File: config.mk
export PLATFORM = sky130hd
export DESIGN_NAME = neuron_sequencer
export DESIGN_NICKNAME = d
export VERILOG_FILES = /design/src/rtl/neuron_pkg.sv /design/src/rtl/ctrl_delay_line.sv /design/src/rtl/neuron_sequencer.sv
export SDC_FILE = /design/constraint.sdc
export NUM_CORES = 1
export LEC_CHECK = 0
export ABC_AREA = 1
export BUFFER_PORTS_ARGS = -buffer_cell sky130_fd_sc_hd__buf_2
export CORE_MARGIN = 1
export CORE_UTILIZATION = 40
export DETAILED_ROUTE_END_ITERATION = 6
export GPL_TIMING_DRIVEN = 0
export PLACE_DENSITY = 0.7
export SYNTH_ARGS = -nofsm -noshare
export SYNTH_HDL_FRONTEND = slang
export SYNTH_HIERARCHICAL = 1
export SYNTH_SLANG_ARGS = --single-unit
File: constraint.sdc
create_clock -name clk -period 1.5 [get_ports clk]
set_clock_uncertainty 0.2 [all_clocks]
set_input_delay 0.15 -clock clk [delete_from_list [all_inputs] [get_ports clk]]
set_output_delay 0.15 -clock clk [all_outputs]
set_load 0.01 [all_outputs]
File: src/rtl/neuron_pkg.sv
// Shared definitions for the neuron MAC sequencer: state encoding, defaults
// and a constant-evaluable ceil(log2) helper.
package neuron_pkg;

   localparam int DEF_N            = 1;
   localparam int DEF_MULT_LATENCY = 1;

   typedef enum logic [1:0] {
      IDLE   = 2'd0,
      FETCH  = 2'd1,
      DRAIN  = 2'd2,
      RESULT = 2'd3
   } state_t;

   function automatic int clog2(input int value);
      int result;
      result = 0;
      for (int i = 0; i < 31; i++) begin
         if ((32'sd1 <<< i) < value) begin
            result = i + 1;
         end
      end
      return result;
   endfunction

endpackage

File: src/rtl/ctrl_delay_line.sv
// 1-bit strobe delay line with asynchronous clear; depth 0 is a plain wire.
module ctrl_delay_line #(
   parameter int DEPTH = 1
) (
   input  logic clk,
   input  logic rst,
   input  logic din,
   output logic dout
);

   if (DEPTH == 0) begin : g_wire
      assign dout = din;
   end else begin : g_shift
      logic [DEPTH-1:0] sr;

      // shift towards the MSB; the MSB is the oldest sample
      always_ff @(posedge clk or posedge rst) begin
         if (rst) begin
            sr <= '0;
         end else begin
            sr <= (sr << 1) | DEPTH'(din);
         end
      end

      assign dout = sr[DEPTH-1];
   end

endmodule

File: src/rtl/neuron_sequencer.sv
// Fetch/strobe sequencer in front of the neuron MAC datapath: reads N operand
// pairs, times the datapath load strobes and holds the result until acked.
module neuron_sequencer
   import neuron_pkg::*;
#(
   parameter int N            = DEF_N,
   parameter int MULT_LATENCY = DEF_MULT_LATENCY,
   parameter int ADDR_W       = (clog2(N) > 1) ? clog2(N) : 1
) (
   input  logic              clk,
   input  logic              rst,
   input  logic              start,
   output logic              busy,
   output logic              rd_en,
   output logic [ADDR_W-1:0] rd_addr,
   output logic              clr_acc,
   output logic              ldIn,
   output logic              ldWeight,
   output logic              ldNReg,
   output logic              count_up,
   input  logic              count_cout,
   output logic              ready,
   output logic              out_valid,
   input  logic              out_ack,
   output logic              cnt_err
);

   // D covers the operand register stage, the multiplier and the accumulator load
   localparam int D  = 2 + MULT_LATENCY;
   localparam int DW = clog2(D + 1);
   localparam logic [ADDR_W-1:0] LAST_IDX   = ADDR_W'(N - 1);
   localparam logic [DW-1:0]     LAST_DRAIN = DW'(D - 1);

   state_t            state;
   state_t            state_next;
   logic [ADDR_W-1:0] idx;
   logic [DW-1:0]     drain_cnt;
   logic              err_reg;
   logic              first_result;
   logic              ld_operands;
   logic              ld_accum;

   always_comb begin
      state_next = state;
      busy       = 1'b0;
      rd_en      = 1'b0;
      clr_acc    = 1'b0;
      ready      = 1'b0;
      out_valid  = 1'b0;
      case (state)
         IDLE: begin
            if (start && !rst) begin
               clr_acc    = 1'b1;
               state_next = FETCH;
            end else begin
               state_next = IDLE;
            end
         end
         FETCH: begin
            busy  = 1'b1;
            rd_en = 1'b1;
            if (idx == LAST_IDX) begin
               state_next = DRAIN;
            end else begin
               state_next = FETCH;
            end
         end
         DRAIN: begin
            busy = 1'b1;
            if (drain_cnt == LAST_DRAIN) begin
               state_next = RESULT;
            end else begin
               state_next = DRAIN;
            end
         end
         RESULT: begin
            ready     = 1'b1;
            out_valid = 1'b1;
            if (out_ack) begin
               state_next = IDLE;
            end else begin
               state_next = RESULT;
            end
         end
         default: state_next = IDLE;
      endcase
   end

   assign rd_addr = rd_en ? idx : '0;
   // the first RESULT cycle reports a short count immediately, then the flag holds it
   assign cnt_err = err_reg | (first_result & ~count_cout);

   always_ff @(posedge clk or posedge rst) begin
      if (rst) begin
         state        <= IDLE;
         idx          <= '0;
         drain_cnt    <= '0;
         first_result <= 1'b0;
         err_reg      <= 1'b0;
      end else begin
         state        <= state_next;
         idx          <= (state == FETCH && idx != LAST_IDX) ? idx + 1'b1 : '0;
         drain_cnt    <= (state == DRAIN) ? drain_cnt + 1'b1 : '0;
         first_result <= (state_next == RESULT) && (state != RESULT);
         if (clr_acc) begin
            err_reg <= 1'b0;
         end else if (first_result && !count_cout) begin
            err_reg <= 1'b1;
         end
      end
   end

   ctrl_delay_line #(.DEPTH(1)) u_dl_operands (
      .clk  (clk),
      .rst  (rst),
      .din  (rd_en),
      .dout (ld_operands)
   );

   ctrl_delay_line #(.DEPTH(D)) u_dl_accum (
      .clk  (clk),
      .rst  (rst),
      .din  (rd_en),
      .dout (ld_accum)
   );

   assign ldIn     = ld_operands;
   assign ldWeight = ld_operands;
   assign ldNReg   = ld_accum;
   assign count_up = ld_accum;

endmodule

==> impl_metrics.ini, run 1 <==
[cells_and_area]
registers_with_the_most_flip_flops = u_dl_accum/g_shift.sr x3, drain_cnt x2, state x2
layout-area-overhead-vs-synth_pct = 52.8
largest_register_ffs = 3
fin_nets = 99
final_layout_size_suffix_gt1_frac = 0.570
insertedDiodeCount = 0
max_flop_register = u_dl_accum/g_shift.sr

[drt]
wl_um = 1130
drt-vias-per-instance = 4.33
initialDrtViolationCount = 5
detail_route.wl_per_cell_um = 11.1
via_count = 437
dr.pass1.iters = 4
drc = 0
drt.antenna.violating_nets = 0

[synth]
synth_edf_count = 0
dominant_combinational_cell_family_by_area_after_synthesis = adder cells
synth.area.mux_share = 0
warnings_synthesis = 6
ys_top_cells_by_area = sky130_fd_sc_hd__dfrtp_1 49%, sky130_fd_sc_hd__ha_1 16%, sky130_fd_sc_hd__inv_1 10%, sky130_fd_sc_hd__nand2_1 4.7%, sky130_fd_sc_hd__buf_4 4.0%
async_flop_share = 1.00
synth_xor_xnor_area_share = 0
compound_gate_portion_of_the_synthesized_area = 0.0582
sequential_element_share_of_the_synthesized_area = 0.492
synth.most_common_cell = sky130_fd_sc_hd__inv_1
ys_types = 16
synth_cells = 58
synth_adder_area_share = 0.157
netlist.area_leader.share = 0.492
synth_largest_area_cell = sky130_fd_sc_hd__dfrtp_1
synth.cell_area_um2 = 559
yosys.area_share.simple = 0.132
synth_ff_type = sky130_fd_sc_hd__dfrtp_1
synth-seq-cells = 11
syn_avg_cell_area_um2 = 9.64
synth.net_count = 70
ys_top_cells_by_count = 15 x sky130_fd_sc_hd__inv_1, 11 x sky130_fd_sc_hd__dfrtp_1, 7 x sky130_fd_sc_hd__ha_1, 7 x sky130_fd_sc_hd__nand2_1

[timing]
hold_slack_ns = 0.0392
timing.final.max_slew_violations = 0
final.setup.tns_ns = -0.102
unrepaired_setup_endpoints_after_global_routing = yes
setup_violations = 3
maxClockFrequency_mhz = 650
number_of_hold_violations_in_the_final_report = 0
layout_worst_path_cycle_share = 1.03
post-route-worst-setup-slack_ns = -0.0395
post-route-min-period_ns = 1.54

[clock_network]
ctsHtreeMaxLevel = 1
clock_path_buffers = 2
clkSlewWorstSetupHoldPaths_ns = 0.07
cts_tree = built
cts_root_buf = sky130_fd_sc_hd__clkbuf_4
cts_num_sinks = 11
cts_buffers = 3
insertion_delay_ns = 0.26

[global_routing]
first_pass_grt_wire_length_um = 1550
pin_count_of_the_biggest_net_entering_global_routing = 8
track_usage = 0.160
number_of_global_route_vias_before_repair = 395
grt_overflow = 0
number_of_antenna_violations_at_the_first_check_in_global_routing = 0

[floorplanning]
die_outline_area_um2 = 1550
num_rows = 13
start_util = 0.430
die_y_um = 39.4
core_box_area_um2 = 1300
pin_count = 16
dieWidth_um = 39.4

[worst_setup_path]
cp_data_arrival_time_ns = 1.19
worst_path_largest_cell_delay_ns = 0.47
endpoint_kind = output pin
critical_path.cell_chain = inv_2 > ha_4 > nand3_2 > inv_1 > buf_2
crit_fanout = 3
crit_path_launch_type = flop
slowest_stage = sky130_fd_sc_hd__dfrtp_2
required_ns = 1.15
setup.worst_path.class = reg2out

[worst_hold_path]
min_path_type = in2reg

[placement]
dpl.hpwl_um = 674
gpl.final_weighted_congestion = 0.736
post-place-ws_ns = 0.0862
portBuffers = 15

[power]
peakVddDrop_mv = 0.960
power.static_leakage_nw = 0.473
power.density_nw_per_um2 = 1850

[outcome]
violations_in_the_final_reports = setup timing
status = finished, violations left

[run]
maxCapViolCount = 0
[path summary, 6_finish.rpt]
check | startpoint | to | slack, ns | cells after the start
min reg2reg | u_dl_accum/g_shift.sr[1] | u_dl_accum/g_shift.sr[2] | 0.16 | 0
max in group asynchronous | rst | state[1] | 0.63 | 3
min | rst | err_reg | 0.04 | 5
max | state[0] | clr_acc | -0.04 | 5
max reg2reg | state[0] | state[1] | 0.01 | 7
min in group asynchronous | rst | u_dl_operands/dout | 0.07 | 3
[layer usage]
layer  vias to the layer above  track usage  wire (µm)
met5                         -            0          0
met4                         0       0.0776         27
met3                         4       0.0511         65
met2                        14        0.300        611
met1                       201        0.154        421
li1                        218            -          -
[critical path: cells and delay by family (launching register included)]
kind | cells | cell delay (ns)
fa+ha+maj | 1 | 0.13
buf+inv | 3 | 0.27
flops | 1 | 0.47
simple gates | 1 | 0.06
[cell type report]
cell class                      count  area, µm²
Inverter                           17       66.3
Buffer                              3       22.5
Fill cell                          99        447
Timing Repair Buffer               24        171
Sequential cell                    11        278
Clock buffer                        4       26.3
Multi-Input combinational cell     27        272
Tap cell                           15       18.8
[stage by stage]
stage / cell area, µm² / total power, W / util / instances
after global placement: 653 / 0.00104 / 0.502 / 88
after global routing: 855 / 0.00169 / 0.657 / 101
after floorplan: 559 / 0.000879 / - / 58
after CTS: 788 / 0.00139 / 0.606 / 100
after detailed placement: 653 / 0.00106 / 0.502 / 88
final: 855 / 0.00158 / 0.657 / 101
[power breakdown]
part / switching (W) / internal (W)
sequential: 0.0000851 / 0.000404
combinational: 0.000444 / 0.000449
clock: 0.0000931 / 0.000103
[cells in the final DEF, fill, tap and decap left out]
cell	count
sky130_fd_sc_hd__inv_2	4
sky130_fd_sc_hd__buf_2	13
sky130_fd_sc_hd__nand3_2	2
sky130_fd_sc_hd__clkbuf_4	3
sky130_fd_sc_hd__nand2_1	5
sky130_fd_sc_hd__nor2_2	1
sky130_fd_sc_hd__buf_6	3
sky130_fd_sc_hd__buf_4	6
sky130_fd_sc_hd__conb_1	1
sky130_fd_sc_hd__inv_4	1
sky130_fd_sc_hd__nand2_4	1
sky130_fd_sc_hd__ha_2	2
sky130_fd_sc_hd__nor2_1	2
sky130_fd_sc_hd__a21oi_2	2
sky130_fd_sc_hd__o21bai_2	1
sky130_fd_sc_hd__dlygate4sd3_1	5
sky130_fd_sc_hd__ha_1	1
sky130_fd_sc_hd__ha_4	4
sky130_fd_sc_hd__dfrtp_2	2
sky130_fd_sc_hd__dfrtp_1	9
sky130_fd_sc_hd__clkbuf_1	1
sky130_fd_sc_hd__a21boi_1	1
sky130_fd_sc_hd__inv_1	12
sky130_fd_sc_hd__nand2_2	4
[cells by family after synthesis]
logic type               after synthesis
other                                  1
AND/OR/NAND/NOR                       15
AO/OA/AOI/OAI                          4
adder cells (fa/ha/maj)                7
flip-flops                            11
buffers and inverters                 20
[timing repair]
action	CTS	global route
setup buffers	3	1
endpoints found under the setup margin	5	8
gates resized for setup	10	14
hold buffers	5	0
gates cloned	0	0
endpoints found under the hold margin	12	0
pin swaps	2	6
Note: power is estimated with default switching activity, not from simulation.
==> run 2, diff against run 1 <==
BUFFER_PORTS_ARGS = default   (was -buffer_cell sky130_fd_sc_hd__buf_2)
DONT_BUFFER_PORTS = 1   (was default)
PLACE_DENSITY = 0.6   (was 0.7)
clock period = 1.81 ns   (was 1.5 ns; I/O delays follow)
==> run 2 against run 1 <==
  * The flow now finishes without violations
  * Non-clock buffer count fell by 18
  * Register-to-register slack improved by 0.07 ns
  * Flip-flop and latch count did not move
  * Setup slack improved by 0.12 ns
  * Power fell by 38%
  * Global-route usage fell by 2.0 points
  * Largest power group unchanged
  * Highest routed layer unchanged
==> impl_metrics.ini, run 2 (synthesis gave the netlist of run 1 again) <==
[outcome]
status = finished clean

[drt]
drt-vias-per-instance = 4.30
initialDrtViolationCount = 1
drt.antenna.violating_nets = 0
wl_um = 792
detail_route.wl_per_cell_um = 9.54
dr.pass1.iters = 2
drc = 0
via_count = 357

[cells_and_area]
largest_register_ffs = 3
post-route-cell-area_um2 = 664
layout.cells.most_common_list = 14 x sky130_fd_sc_hd__inv_1, 11 x sky130_fd_sc_hd__dfrtp_1, 7 x sky130_fd_sc_hd__nand2_1, 7 x sky130_fd_sc_hd__ha_1, 5 x sky130_fd_sc_hd__dlygate4sd3_1
layout.cells.most_common = sky130_fd_sc_hd__inv_1
layout-area-overhead-vs-synth_pct = 18.8
fin_nets = 81
final_core_utilization = 0.511
insertedDiodeCount = 0
registers_with_the_most_flip_flops = u_dl_accum/g_shift.sr x3, drain_cnt x2, state x2
final_layout_size_suffix_gt1_frac = 0.250
max_flop_register = u_dl_accum/g_shift.sr

[worst_setup_path]
crit_fanout = 4
r2r_cells = 6
required_ns = 1.78
slowest_stage = sky130_fd_sc_hd__dlygate4sd3_1
worst_path_largest_cell_delay_ns = 0.54
cp_data_arrival_time_ns = 1.70
setup.worst_path.class = reg2reg
crit_path_launch_type = flop
r2r_slack_ns = 0.08
worst_setup_path_startpoint = state[0]
rr_startpoint = state[0]
endpoint_kind = flop
critical_path.cell_chain = inv_2 > ha_1 > nand3_1 > nand2_1 > dlygate4sd3_1 > inv_1
cp_num_buf_inv = 3
critPathTopFamily = buffers and inverters
regToRegEndpoint = err_reg

[clock_network]
clock_path_buffers = 2
insertion_delay_ns = 0.27
clkSlewWorstSetupHoldPaths_ns = 0.07
cts_num_sinks = 11
cts_buffers = 3
ctsHtreeMaxLevel = 1
cts_root_buf = sky130_fd_sc_hd__clkbuf_4
cts_tree = built

[timing]
timing.final.max_slew_violations = 0
final.setup.tns_ns = 0
layout_worst_path_cycle_share = 0.955
maxClockFrequency_mhz = 578
number_of_hold_violations_in_the_final_report = 0
unrepaired_setup_endpoints_after_global_routing = no
setup_violations = 0
hold_slack_ns = 0.0696
post-route-min-period_ns = 1.73

[power]
net-switching-power_w = 0.000385
comb_power_share = 0.440
power.static_leakage_nw = 0.382
p_int_w = 0.000600
clockPowerShare = 0.169
total_power_w = 0.000985
power.density_nw_per_um2 = 1480
seqPwrFrac = 0.391
peakVddDrop_mv = 0.631
sw_share = 0.391

[global_routing]
number_of_antenna_violations_at_the_first_check_in_global_routing = 0
grt_overflow = 0
track_usage = 0.140
pin_count_of_the_biggest_net_entering_global_routing = 10
first_pass_grt_wire_length_um = 1230
number_of_global_route_vias_before_repair = 304

[floorplanning]
die_y_um = 39.4
core_box_area_um2 = 1300
pin_count = 16
dieWidth_um = 39.4
start_util = 0.430
die_outline_area_um2 = 1550
num_rows = 13

[run]
maxCapViolCount = 0

[placement]
dpl.hpwl_um = 625
portBuffers = 0
post_dp_cell_area_um2 = 578
gpl.final_weighted_congestion = 0.687

[worst_hold_path]
min_path_type = in2async
## run 2: changes by cell type in the layout (fill, tap and decap cells not counted), moves of 3 or more
| cell | before | now |
|---|---|---|
| sky130_fd_sc_hd__buf_2 | 13 | 0 |
| sky130_fd_sc_hd__buf_6 | 3 | 0 |
| sky130_fd_sc_hd__ha_1 | 1 | 7 |
| sky130_fd_sc_hd__ha_4 | 4 | 0 |
## run 2: final cells by class
cell class,count,area [µm²]
repair buffers,6,57.6
multi-input cells,27,198
well taps,15,18.8
fillers,130,637
inverters,17,66.3
flip-flops and latches,11,275
clock buffers,4,26.3
plain buffers,3,22.5
## run 2: how the worst max path moves through the flow
stage,endpoint,slack (ns),cells after the start
after floorplan,first_result,0.44,8
after global placement,first_result,0.34,8
after detailed placement,first_result,0.32,8
after CTS,err_reg,0.03,6
after global routing,err_reg,0.02,6
final,err_reg,0.08,6
## run 2: timing repair
action                                 in CTS  in global routing
hold buffers                                5                  0
endpoints found under the hold margin      14                  0
setup buffers                               0                  1
setup endpoints to repair                   0                  1
resized for setup                           0                  2
## run 2: routing by layer
layer / track usage / routed length, µm
met2: 0.217 / 402
met4: 0.103 / 10
met1: 0.128 / 329
met3: 0.0966 / 50
met5: 0 / 0
## run 2: worst register-to-register path: stages (launching register included)
cell                            delay (ns)
sky130_fd_sc_hd__dfrtp_1              0.42
sky130_fd_sc_hd__inv_2                0.10
sky130_fd_sc_hd__ha_1                 0.16
sky130_fd_sc_hd__nand3_1              0.10
sky130_fd_sc_hd__nand2_1              0.07
sky130_fd_sc_hd__dlygate4sd3_1        0.54
sky130_fd_sc_hd__inv_1                0.04
## run 2: power groups by stage
stage / sequential, W / combinational, W / clock (W)
after floorplan: 0.000379 / 0.000349 / 0
after detailed placement: 0.000394 / 0.000402 / 0
after global routing: 0.000398 / 0.000487 / 0.000190
after global placement: 0.000389 / 0.000400 / 0
after CTS: 0.000390 / 0.000423 / 0.000180
final: 0.000385 / 0.000434 / 0.000166
## run 2: per-stage QoR
stage | setup slack (ns) | instances
global placement | 0.340 | 73
detailed placement | 0.323 | 73
floorplan | 0.441 | 58
finish | 0.0813 | 83
global route | 0.0161 | 83
CTS | 0.0253 | 82
==> run 3, diff against run 2 <==
--- a/config.mk
+++ b/config.mk
@@ -8,2 +8,3 @@
 export ABC_AREA = 1
+export CAP_MARGIN = 5
 export CORE_MARGIN = 1
@@ -14,2 +15,3 @@
 export PLACE_DENSITY = 0.6
+export REMOVE_ABC_BUFFERS = 1
 export SYNTH_ARGS = -nofsm -noshare
==> constraint.sdc (replaced) <==
create_clock -name clk -period 1.81 [get_ports clk]
set_clock_uncertainty 0.2 [all_clocks]
set_input_delay 0 -clock clk [delete_from_list [all_inputs] [get_ports clk]]
set_output_delay 0 -clock clk [all_outputs]
set_load 0.01 [all_outputs]
==> run 3 against run 2 <==
  * Utilization is 1.5 points lower
  * Critical endpoint is now clr_acc
  * Highest routed layer is now met3
  * Register-to-register slack improved by 0.26 ns
  * Die area unchanged
  * Setup slack gained 0.020 ns
==> impl_metrics.ini, run 3 (synthesis gave the netlist of run 1 again) <==
[floorplanning]
start_util = 0.430
dieWidth_um = 39.4
num_rows = 13
die_y_um = 39.4
pin_count = 16
die_outline_area_um2 = 1550
core_box_area_um2 = 1300

[worst_setup_path]
crit_path_launch_type = input pin
required_ns = 1.61
slowest_stage = sky130_fd_sc_hd__dlygate4sd3_1
worst_path_most_repeated_cell = sky130_fd_sc_hd__dlygate4sd3_1
cp_data_arrival_time_ns = 1.51
setup.worst_path.class = in2out
crit_fanout = 9
worst_path_largest_cell_delay_ns = 0.62
critical_path.cell_chain = dlygate4sd3_1 > dlygate4sd3_1 > inv_4 > nand3_1 > inv_1
endpoint_kind = output pin

[cells_and_area]
largest_register_ffs = 3
insertedDiodeCount = 0
registers_with_the_most_flip_flops = u_dl_accum/g_shift.sr x3, drain_cnt x2, state x2
fin_nets = 78
max_flop_register = u_dl_accum/g_shift.sr
post-route-cell-area_um2 = 644
layout.cells.most_common_list = 15 x sky130_fd_sc_hd__inv_1, 11 x sky130_fd_sc_hd__dfrtp_1, 7 x sky130_fd_sc_hd__nand2_1, 7 x sky130_fd_sc_hd__ha_1, 6 x sky130_fd_sc_hd__dlygate4sd3_1
final_layout_size_suffix_gt1_frac = 0.185
layout-area-overhead-vs-synth_pct = 15.2
layout.cells.most_common = sky130_fd_sc_hd__inv_1
final_core_utilization = 0.495

[timing]
post-route-worst-setup-slack_ns = 0.101
setup_violations = 0
post-route-min-period_ns = 1.71
number_of_hold_violations_in_the_final_report = 0
final.setup.tns_ns = 0
maxClockFrequency_mhz = 585
unrepaired_setup_endpoints_after_global_routing = no
timing.final.max_slew_violations = 0
layout_worst_path_cycle_share = 0.944

[drt]
drt-vias-per-instance = 4.33
drt.antenna.violating_nets = 0
initialDrtViolationCount = 2
dr.pass1.iters = 2
drc = 0
via_count = 346
wl_um = 742
detail_route.wl_per_cell_um = 9.28

[worst_hold_path]
min_path_type = reg2reg

[global_routing]
pin_count_of_the_biggest_net_entering_global_routing = 10
number_of_antenna_violations_at_the_first_check_in_global_routing = 0
track_usage = 0.126
number_of_global_route_vias_before_repair = 311
first_pass_grt_wire_length_um = 1180
grt_overflow = 0

[clock_network]
cts_root_buf = sky130_fd_sc_hd__clkbuf_4
cts_buffers = 3
clock_path_buffers = 2
ctsHtreeMaxLevel = 1
clkSlewWorstSetupHoldPaths_ns = 0.07
insertion_delay_ns = 0.27
cts_tree = built
cts_num_sinks = 11

[placement]
post_dp_cell_area_um2 = 556
post-place-ws_ns = 0.316
portBuffers = 0
dpl.hpwl_um = 596
gpl.final_weighted_congestion = 0.680

[run]
maxCapViolCount = 0

[outcome]
status = finished clean

[power]
power.density_nw_per_um2 = 1420
power.static_leakage_nw = 0.369
peakVddDrop_mv = 0.669
run 3: cell count changes in the layout (fill, tap and decap cells not counted):
cell	previous run	this run
sky130_fd_sc_hd__buf_4	4	0
sky130_fd_sc_hd__dlygate4sd3_1	5	6
sky130_fd_sc_hd__inv_1	14	15
sky130_fd_sc_hd__inv_2	2	1
run 3: worst paths after layout:
check / from / end / slack [ns] / depth (start not counted)
worst min register to register: u_dl_accum/g_shift.sr[1] / u_dl_accum/g_shift.sr[2] / 0.16 / 0
worst max register to register: state[1] / first_result / 0.34 / 8
worst min-delay path: u_dl_accum/g_shift.sr[1] / u_dl_accum/g_shift.sr[2] / 0.16 / 0
min in group asynchronous: rst / err_reg / 0.48 / 3
max in group asynchronous: rst / u_dl_operands/dout / 0.31 / 4
worst max-delay path: rst / clr_acc / 0.10 / 5
run 3: power by group:
group	internal (W)	switching [W]	total (W)
Clock	0.0000852	0.0000785	0.000164
Combinational	0.000134	0.000223	0.000356
Sequential	0.000331	0.0000666	0.000397
run 3: metrics by stage:
| stage | hold WS, ns | instances | power (W) |
|---|---|---|---|
| after floorplan | -0.471 | 55 | 0.000694 |
| after global placement | -0.471 | 70 | 0.000753 |
| after detailed placement | -0.469 | 70 | 0.000757 |
| after CTS | 0.164 | 80 | 0.000938 |
| after global routing | 0.167 | 80 | 0.00101 |
| final | 0.159 | 80 | 0.000917 |
run 3: routing by layer:
metal / track usage / wire length, µm / part of all wire / vias up
li1: - / - / - / 175
met2: 0.208 / 375 / 0.51 / 10
met5: 0 / 0 / 0 / -
met3: 0.0852 / 56 / 0.075 / 0
met1: 0.121 / 311 / 0.42 / 161
met4: 0.0517 / 0 / 0 / 0
run 3: critical path: cells and delay by family:
kind | cells | cell delay [ns]
and+or+nand+nor | 1 | 0.10
buffers and inverters | 4 | 1.40
run 3: cell type report:
type                       instances  area [µm²]
sequential                        11         275
tap                               15        18.8
clock buffer                       4        26.3
fill                             133         657
multi-input combinational         27         198
inverter                          17        66.3
timing repair buffer               6        60.1
run 3: what timing repair did:
action,4_1_cts,5_1_grt
endpoints found under the hold margin,17,0
resized for setup,0,1
setup buffers,0,0
hold buffers,6,0
setup endpoints to repair,0,1
